$ cat src/rtl/rat_ckpt_pkg.sv
// rat_ckpt_pkg: shared constants, types and field helpers for the RAT checkpoint buffer
package rat_ckpt_pkg;
    localparam int NUM_REGS = 32;
    localparam int TAG_W = 3;
    localparam int FIELD_W = TAG_W + 1;
    localparam int VEC_W = NUM_REGS * FIELD_W;
    typedef logic [VEC_W-1:0] rat_vec_t;
    typedef logic [FIELD_W-1:0] field_t;
    function automatic logic busy_of(input field_t f);
        return f[TAG_W];
    endfunction
    function automatic logic [TAG_W-1:0] tag_of(input field_t f);
        return f[TAG_W-1:0];
    endfunction
    function automatic field_t pack_field(input logic busy, input logic [TAG_W-1:0] tag);
        return {busy, tag};
    endfunction
    function automatic rat_vec_t clear_tag(input rat_vec_t vec, input logic [TAG_W-1:0] idx);
        rat_vec_t r;
        r = vec;
        for (int i = 0; i < NUM_REGS; i++)
            if (busy_of(vec[i*FIELD_W +: FIELD_W]) && tag_of(vec[i*FIELD_W +: FIELD_W]) == idx)
                r[i*FIELD_W + TAG_W] = 1'b0;
        return r;
    endfunction
endpackage

$ cat src/rtl/rat_checkpoint_buf_slot.sv
// ckpt_slot: one checkpoint entry (valid, owner ROB index, snapshot) with commit-clear and owner CAM
//   wr_en/wr_owner/wr_vec: capture a snapshot (wr_vec already commit-cleared by the caller)
//   clr_en/clr_idx: commit-clear of busy fields tagged clr_idx
//   free_en: release on correct branch commit; flush: invalidate on mispredict
//   query/hit: owner compare; valid/snap: current state
module ckpt_slot
    import rat_ckpt_pkg::*;
(
    input  logic             clk,
    input  logic             rst,
    input  logic             wr_en,
    input  logic [TAG_W-1:0] wr_owner,
    input  rat_vec_t         wr_vec,
    input  logic             clr_en,
    input  logic [TAG_W-1:0] clr_idx,
    input  logic             free_en,
    input  logic             flush,
    input  logic [TAG_W-1:0] query,
    output logic             valid,
    output logic             hit,
    output rat_vec_t         snap
);
    logic [TAG_W-1:0] owner;

    assign hit = valid && owner == query;

    always_ff @(posedge clk or negedge rst) begin
        if (!rst) begin
            valid <= 1'b0;
            owner <= '0;
            snap  <= '0;
        end else begin
            if (flush) valid <= 1'b0;
            else if (wr_en) valid <= 1'b1;
            else if (free_en) valid <= 1'b0;
            if (wr_en) owner <= wr_owner;
            if (wr_en) snap <= wr_vec;
            else if (clr_en) snap <= clear_tag(snap, clr_idx);
        end
    end
endmodule

$ cat src/rtl/rat_checkpoint_buf.sv
// rat_checkpoint_buf: RAT tag snapshots per in-flight branch, restored to tregs on mispredict commit
//   alloc_valid/alloc_rob_idx/rat_tags_bus: branch dispatch snapshot request; alloc_ready: a slot is free
//   commit_*: ROB commit port; restore_valid/restore_tags/restore_miss: one-cycle restore response
//   ckpt_count: occupied slots
module rat_checkpoint_buf
    import rat_ckpt_pkg::*;
#(
    parameter int NUM_CKPT = 4,
    localparam int CNT_W = $clog2(NUM_CKPT + 1)
) (
    input  logic                        clk,
    input  logic                        rst,
    input  logic                        alloc_valid,
    input  logic [TAG_W-1:0]            alloc_rob_idx,
    output logic                        alloc_ready,
    input  logic [NUM_REGS*FIELD_W-1:0] rat_tags_bus,
    input  logic                        commit_valid,
    input  logic [TAG_W-1:0]            commit_index,
    input  logic                        commit_is_branch,
    input  logic                        commit_mispredict,
    output logic                        restore_valid,
    output logic [NUM_REGS*FIELD_W-1:0] restore_tags,
    output logic                        restore_miss,
    output logic [CNT_W-1:0]            ckpt_count
);
    logic [NUM_CKPT-1:0] valid, hit, wr_sel, hit_sel;
    rat_vec_t snap [NUM_CKPT];
    rat_vec_t hit_vec, wr_vec;
    logic mispredict, good_branch, do_alloc, any_hit;

    assign mispredict  = commit_valid && commit_mispredict;
    assign good_branch = commit_valid && commit_is_branch && !commit_mispredict;
    assign alloc_ready = !(&valid);
    assign do_alloc    = alloc_valid && alloc_ready && !mispredict;
    assign wr_vec      = commit_valid ? clear_tag(rat_tags_bus, commit_index) : rat_tags_bus;
    assign any_hit     = |hit;

    // Walking down from the top lets the lowest free slot / lowest hit win.
    always_comb begin
        wr_sel = '0;
        hit_sel = '0;
        hit_vec = '0;
        ckpt_count = '0;
        for (int i = NUM_CKPT - 1; i >= 0; i--) begin
            if (!valid[i]) begin
                wr_sel = '0;
                wr_sel[i] = 1'b1;
            end
            if (hit[i]) begin
                hit_sel = '0;
                hit_sel[i] = 1'b1;
                hit_vec = snap[i];
            end
            ckpt_count = ckpt_count + CNT_W'(valid[i]);
        end
    end

    for (genvar g = 0; g < NUM_CKPT; g++) begin : g_slot
        ckpt_slot u_slot (
            .clk      (clk),
            .rst      (rst),
            .wr_en    (do_alloc && wr_sel[g]),
            .wr_owner (alloc_rob_idx),
            .wr_vec   (wr_vec),
            .clr_en   (commit_valid),
            .clr_idx  (commit_index),
            .free_en  (good_branch && hit_sel[g]),
            .flush    (mispredict),
            .query    (commit_index),
            .valid    (valid[g]),
            .hit      (hit[g]),
            .snap     (snap[g])
        );
    end

    always_ff @(posedge clk or negedge rst) begin
        if (!rst) begin
            restore_valid <= 1'b0;
            restore_miss  <= 1'b0;
            restore_tags  <= '0;
        end else begin
            restore_valid <= mispredict;
            restore_miss  <= mispredict && !any_hit;
            if (mispredict) restore_tags <= any_hit ? clear_tag(hit_vec, commit_index) : '0;
        end
    end

    a_alloc_when_full: assert property (@(posedge clk) disable iff (!rst) alloc_valid |-> alloc_ready)
        else $error("alloc_valid while no checkpoint slot is free");
    a_dup_owner: assert property (@(posedge clk) disable iff (!rst) commit_valid |-> $onehot0(hit))
        else $error("multiple checkpoint slots own the committed ROB index");
endmodule

$ cat config.mk
export PLATFORM = sky130hd
export DESIGN_NAME = rat_checkpoint_buf
export DESIGN_NICKNAME = d
export VERILOG_FILES = /design/src/rtl/rat_ckpt_pkg.sv /design/src/rtl/rat_checkpoint_buf_slot.sv /design/src/rtl/rat_checkpoint_buf.sv
export SDC_FILE = /design/constraint.sdc
export NUM_CORES = 2
export LEC_CHECK = 0
export ABC_AREA = 1
export CORE_ASPECT_RATIO = 1.2
export CORE_UTILIZATION = 45
export CTS_BUF_LIST = sky130_fd_sc_hd__clkbuf_8
export CTS_CLUSTER_SIZE = 14
export DETAILED_ROUTE_END_ITERATION = 10
export DONT_BUFFER_PORTS = 1
export PLACE_DENSITY = 0.65
export SLEW_MARGIN = 20
export SYNTH_ARGS = -nofsm -noshare
export SYNTH_HDL_FRONTEND = slang
export SYNTH_HIERARCHICAL = 1
export SYNTH_SLANG_ARGS = --single-unit
$ cat constraint.sdc
create_clock -name clk -period 2.35 [get_ports clk]
set_input_delay 0.5875 -clock clk [delete_from_list [all_inputs] [get_ports clk]]
set_output_delay 0.5875 -clock clk [all_outputs]
set_load 0.01 [all_outputs]
==> impl_metrics.tcl <==
set metrics [dict create \
    status "complete, but fails checks" \
    hpwl_um 87800 \
    ff_latch_area_mm2 0.0165 \
    drtIter0Drc 3166 \
    cellLeakagePower_uw 0.0249 \
    place_congestion 0.861 \
    muxShareOfSynthArea_pct 0 \
    clk_latency_ns 0.77 \
    ys_ff_latch 658 \
    fin_ws_ns -0.594 \
    fin_crit_ns 2.94 \
    power_uw 43600 \
    crit_fanout 2 \
    rows 122 \
    grt_use_met2_pct 51.3 \
    synth-seq-area-share_pct 39.4 \
    use_met1_pct 36.7 \
    ctsHtreeMaxLevel 3 \
    final_cell_mix "nand2_1 (2566), inv_1 (798), dfrtp_1 (658)" \
    drive_above_1_share_pct 14.7 \
    final.fill_count 9273 \
    grt_pass1_wl_um 221000 \
    drt-pass1-iter-count 6 \
    clock_path_buffers 3 \
    rsz0062_at_grt "yes" \
    grt-ovfl-total 0 \
    die_area_mm2 0.0941 \
    antenna_found_initial 6 \
    busiest_layer "met2" \
    fin_tns_setup_ns -1.52 \
    final-setup-viol-count 3 \
    multi_input_area_mm2 0.0202 \
    postCtsHoldBufs 99 \
    end_kind "output pin" \
    synth_compound_area_share_pct 10.7 \
    ctsRootBufferMaster "clkbuf_8" \
    cp.arrival_ns 2.36 \
    placed_cell_area_mm2 0.0441 \
    power_density_mw_per_mm2 912 \
    clkTransAtPathRegs_ns 0.06 \
    grt_max_degree 659 \
    min_period_over_period_pct 125 \
    final_hold_viol_count 658 \
    synth_nets 6460 \
    wl_um 143000 \
    worst_setup_path_start_kind "flop" \
    nNetsFinal 6588 \
    synth-simple-area-share_pct 36.2 \
    yosys_warnings 6 \
    synth_xor_area_share_pct 0.838 \
    synthesis.area_mm2 0.0418 \
    cts_tree "built" \
    routed_via_density 5.16 \
    worstMarginPinSlew_ns 1.89 \
    synthCells 6315 \
    synth_top_family_by_area "simple AND/OR/NAND/NOR gates" \
    dr_total_vias 40200 \
    grt_usage_pct 30.3 \
    die_w_um 280 \
    port_buffers 0 \
    coreArea_mm2 0.0922 \
    violations "negative hold slack, max-slew violations, negative setup slack" \
    max_freq_mhz 340 \
    pin_count 274 \
    grt_pass1_vias 38600 \
    relSlewSlack_pct -25.7 \
    hold_class "input pin to async pin" \
    drc_errors 0 \
    syn_to_final_growth_pct 14.4 \
    fin_area_mm2 0.0478 \
    layout_commonest_cell "nand2_1" \
    final_antenna_net_count 0 \
    cts_num_sinks 658 \
    grt_util_met3_pct 4.75 \
    avgSynthCellArea_um2 6.62 \
    ir_drop_mv 0.429 \
    yosys.area_share.adder_pct 0.168 \
    initial_core_util_pct 45.3 \
    cts_made_buffers 118 \
    yosysUniqueCellTypes 34 \
    whs_ns -0.403 \
    drv_slew 235 \
    wl_per_cell_um 18.4 \
    crit_required_ns 1.76 \
    critPathKind "flop to output pin" \
    die_height_um 336 \
    maxCapViolations 0 \
    finClkSkew_ns 0.0354 \
]
-- area by class of cell --
cell class                      instances  area share [%]
Multi-Input combinational cell       4476            42.3
Sequential cell                       658            34.4
Timing Repair Buffer                  368            8.60
Inverter                              821            6.47
Clock buffer                          148            4.26
Tap cell                             1240            3.24
Clock inverter                         62           0.701
Antenna cell                            7          0.0366
-- state kept, by name, indices dropped and copies added (netlist names) --
register	count
g_slot.u_slot/owner	12
restore_miss	1
g_slot.u_slot/snap	512
restore_valid	1
g_slot.u_slot/valid	4
restore_tags	128
-- cell families (layout without fill, tap and decap cells) --
| group | after synthesis | after routing |
|---|---|---|
| compound gates | 693 | 693 |
| buf+inv | 1181 | 1399 |
| flops | 658 | 658 |
| other cells | 0 | 7 |
| xor+xnor | 40 | 40 |
| fa+ha+maj | 5 | 5 |
| simple gates | 3738 | 3738 |
-- synthesized netlist by cell type --
| master | count | area (um2) |
|---|---|---|
| a21boi_0 | 2 | 15.0 |
| a21oi_1 | 73 | 365 |
| a31oi_1 | 28 | 175 |
| a41oi_1 | 1 | 8.76 |
| buf_1 | 20 | 75.1 |
| buf_2 | 159 | 796 |
| buf_4 | 16 | 120 |
| buf_6 | 44 | 495 |
| buf_8 | 24 | 360 |
| clkbuf_1 | 77 | 289 |
| clkbuf_2 | 20 | 100 |
| clkinv_1 | 1 | 3.75 |
| dfrtp_1 | 658 | 16500 |
| fa_1 | 1 | 20.0 |
| ha_1 | 4 | 50.1 |
| inv_1 | 761 | 2860 |
| inv_2 | 59 | 221 |
| nand2_1 | 2571 | 9650 |
| nand2_2 | 201 | 1260 |
| nand3_1 | 366 | 1830 |
| nor2_1 | 541 | 2030 |
| nor2_2 | 2 | 12.5 |
| nor3_1 | 19 | 95.1 |
| nor4_1 | 1 | 6.26 |
| o21a_1 | 1 | 7.51 |
| o21ai_0 | 301 | 1510 |
| o21ai_1 | 2 | 10.0 |
| o21ai_2 | 224 | 1960 |
| o221ai_1 | 22 | 193 |
| o22ai_1 | 39 | 244 |
| or2_0 | 29 | 181 |
| or2_2 | 8 | 50.1 |
| xnor2_1 | 30 | 263 |
| xor2_1 | 10 | 87.6 |
-- critical path, stage by stage, from the launching register on --
cell,delay (ns)
dfrtp_1,0.36
inv_2,0.06
fa_2,0.67
inv_2,0.07
ha_4,0.16
ha_4,0.27
-- routing by layer --
| metal | share of wire [%] | vias up | wire length [um] |
|---|---|---|---|
| met5 | 0 | - | 0 |
| met3 | 6.6 | 442 | 9490 |
| li1 | - | 19500 | - |
| met4 | 5.7 | 0 | 8230 |
| met2 | 48 | 1376 | 68500 |
| met1 | 40 | 18900 | 57200 |
-- metrics by stage --
stage / setup slack (ns) / utilization [%] / instances
after floorplan: 0.125 / - / 6315
after global placement: -0.225 / 47.9 / 7455
after detailed placement: -0.220 / 47.9 / 7455
after CTS: -0.629 / 51.6 / 7765
after global routing: -0.654 / 51.9 / 7778
final: -0.594 / 51.9 / 7780
-- what timing repair did --
| action | 4_1_cts | 5_1_grt |
|---|---|---|
| resized for setup | 12 | 33 |
| pin swaps | 3 | 11 |
| endpoints found under the setup margin | 4 | 30 |
| endpoints found under the hold margin | 1054 | 658 |
| cloned | 0 | 3 |
| setup buffers | 3 | 6 |
-- path summary, 6_finish.rpt --
kind                                              end  slack, ns                      start  depth (start not counted)
setup / recovery                        ckpt_count[1]      -0.59     g_slot[3].u_slot/valid                          5
hold reg to reg             g_slot[3].u_slot/owner[2]       0.49  g_slot[3].u_slot/owner[2]                          2
setup reg to reg             g_slot[2].u_slot/snap[3]       0.09     g_slot[0].u_slot/valid                         10
min in group clk           g_slot[0].u_slot/snap[107]       0.10          rat_tags_bus[107]                          4
max in group asynchronous   g_slot[1].u_slot/snap[50]       1.33                        rst                          0
hold / removal                        restore_tags[4]      -0.40                        rst                          0
-- power by group --
group          switching, uW  internal, uW
Sequential              3050         15300
Combinational           8600          5590
Clock                   5210          5860
Total                  16900         26700
Power figures use the tool's default switching activity.
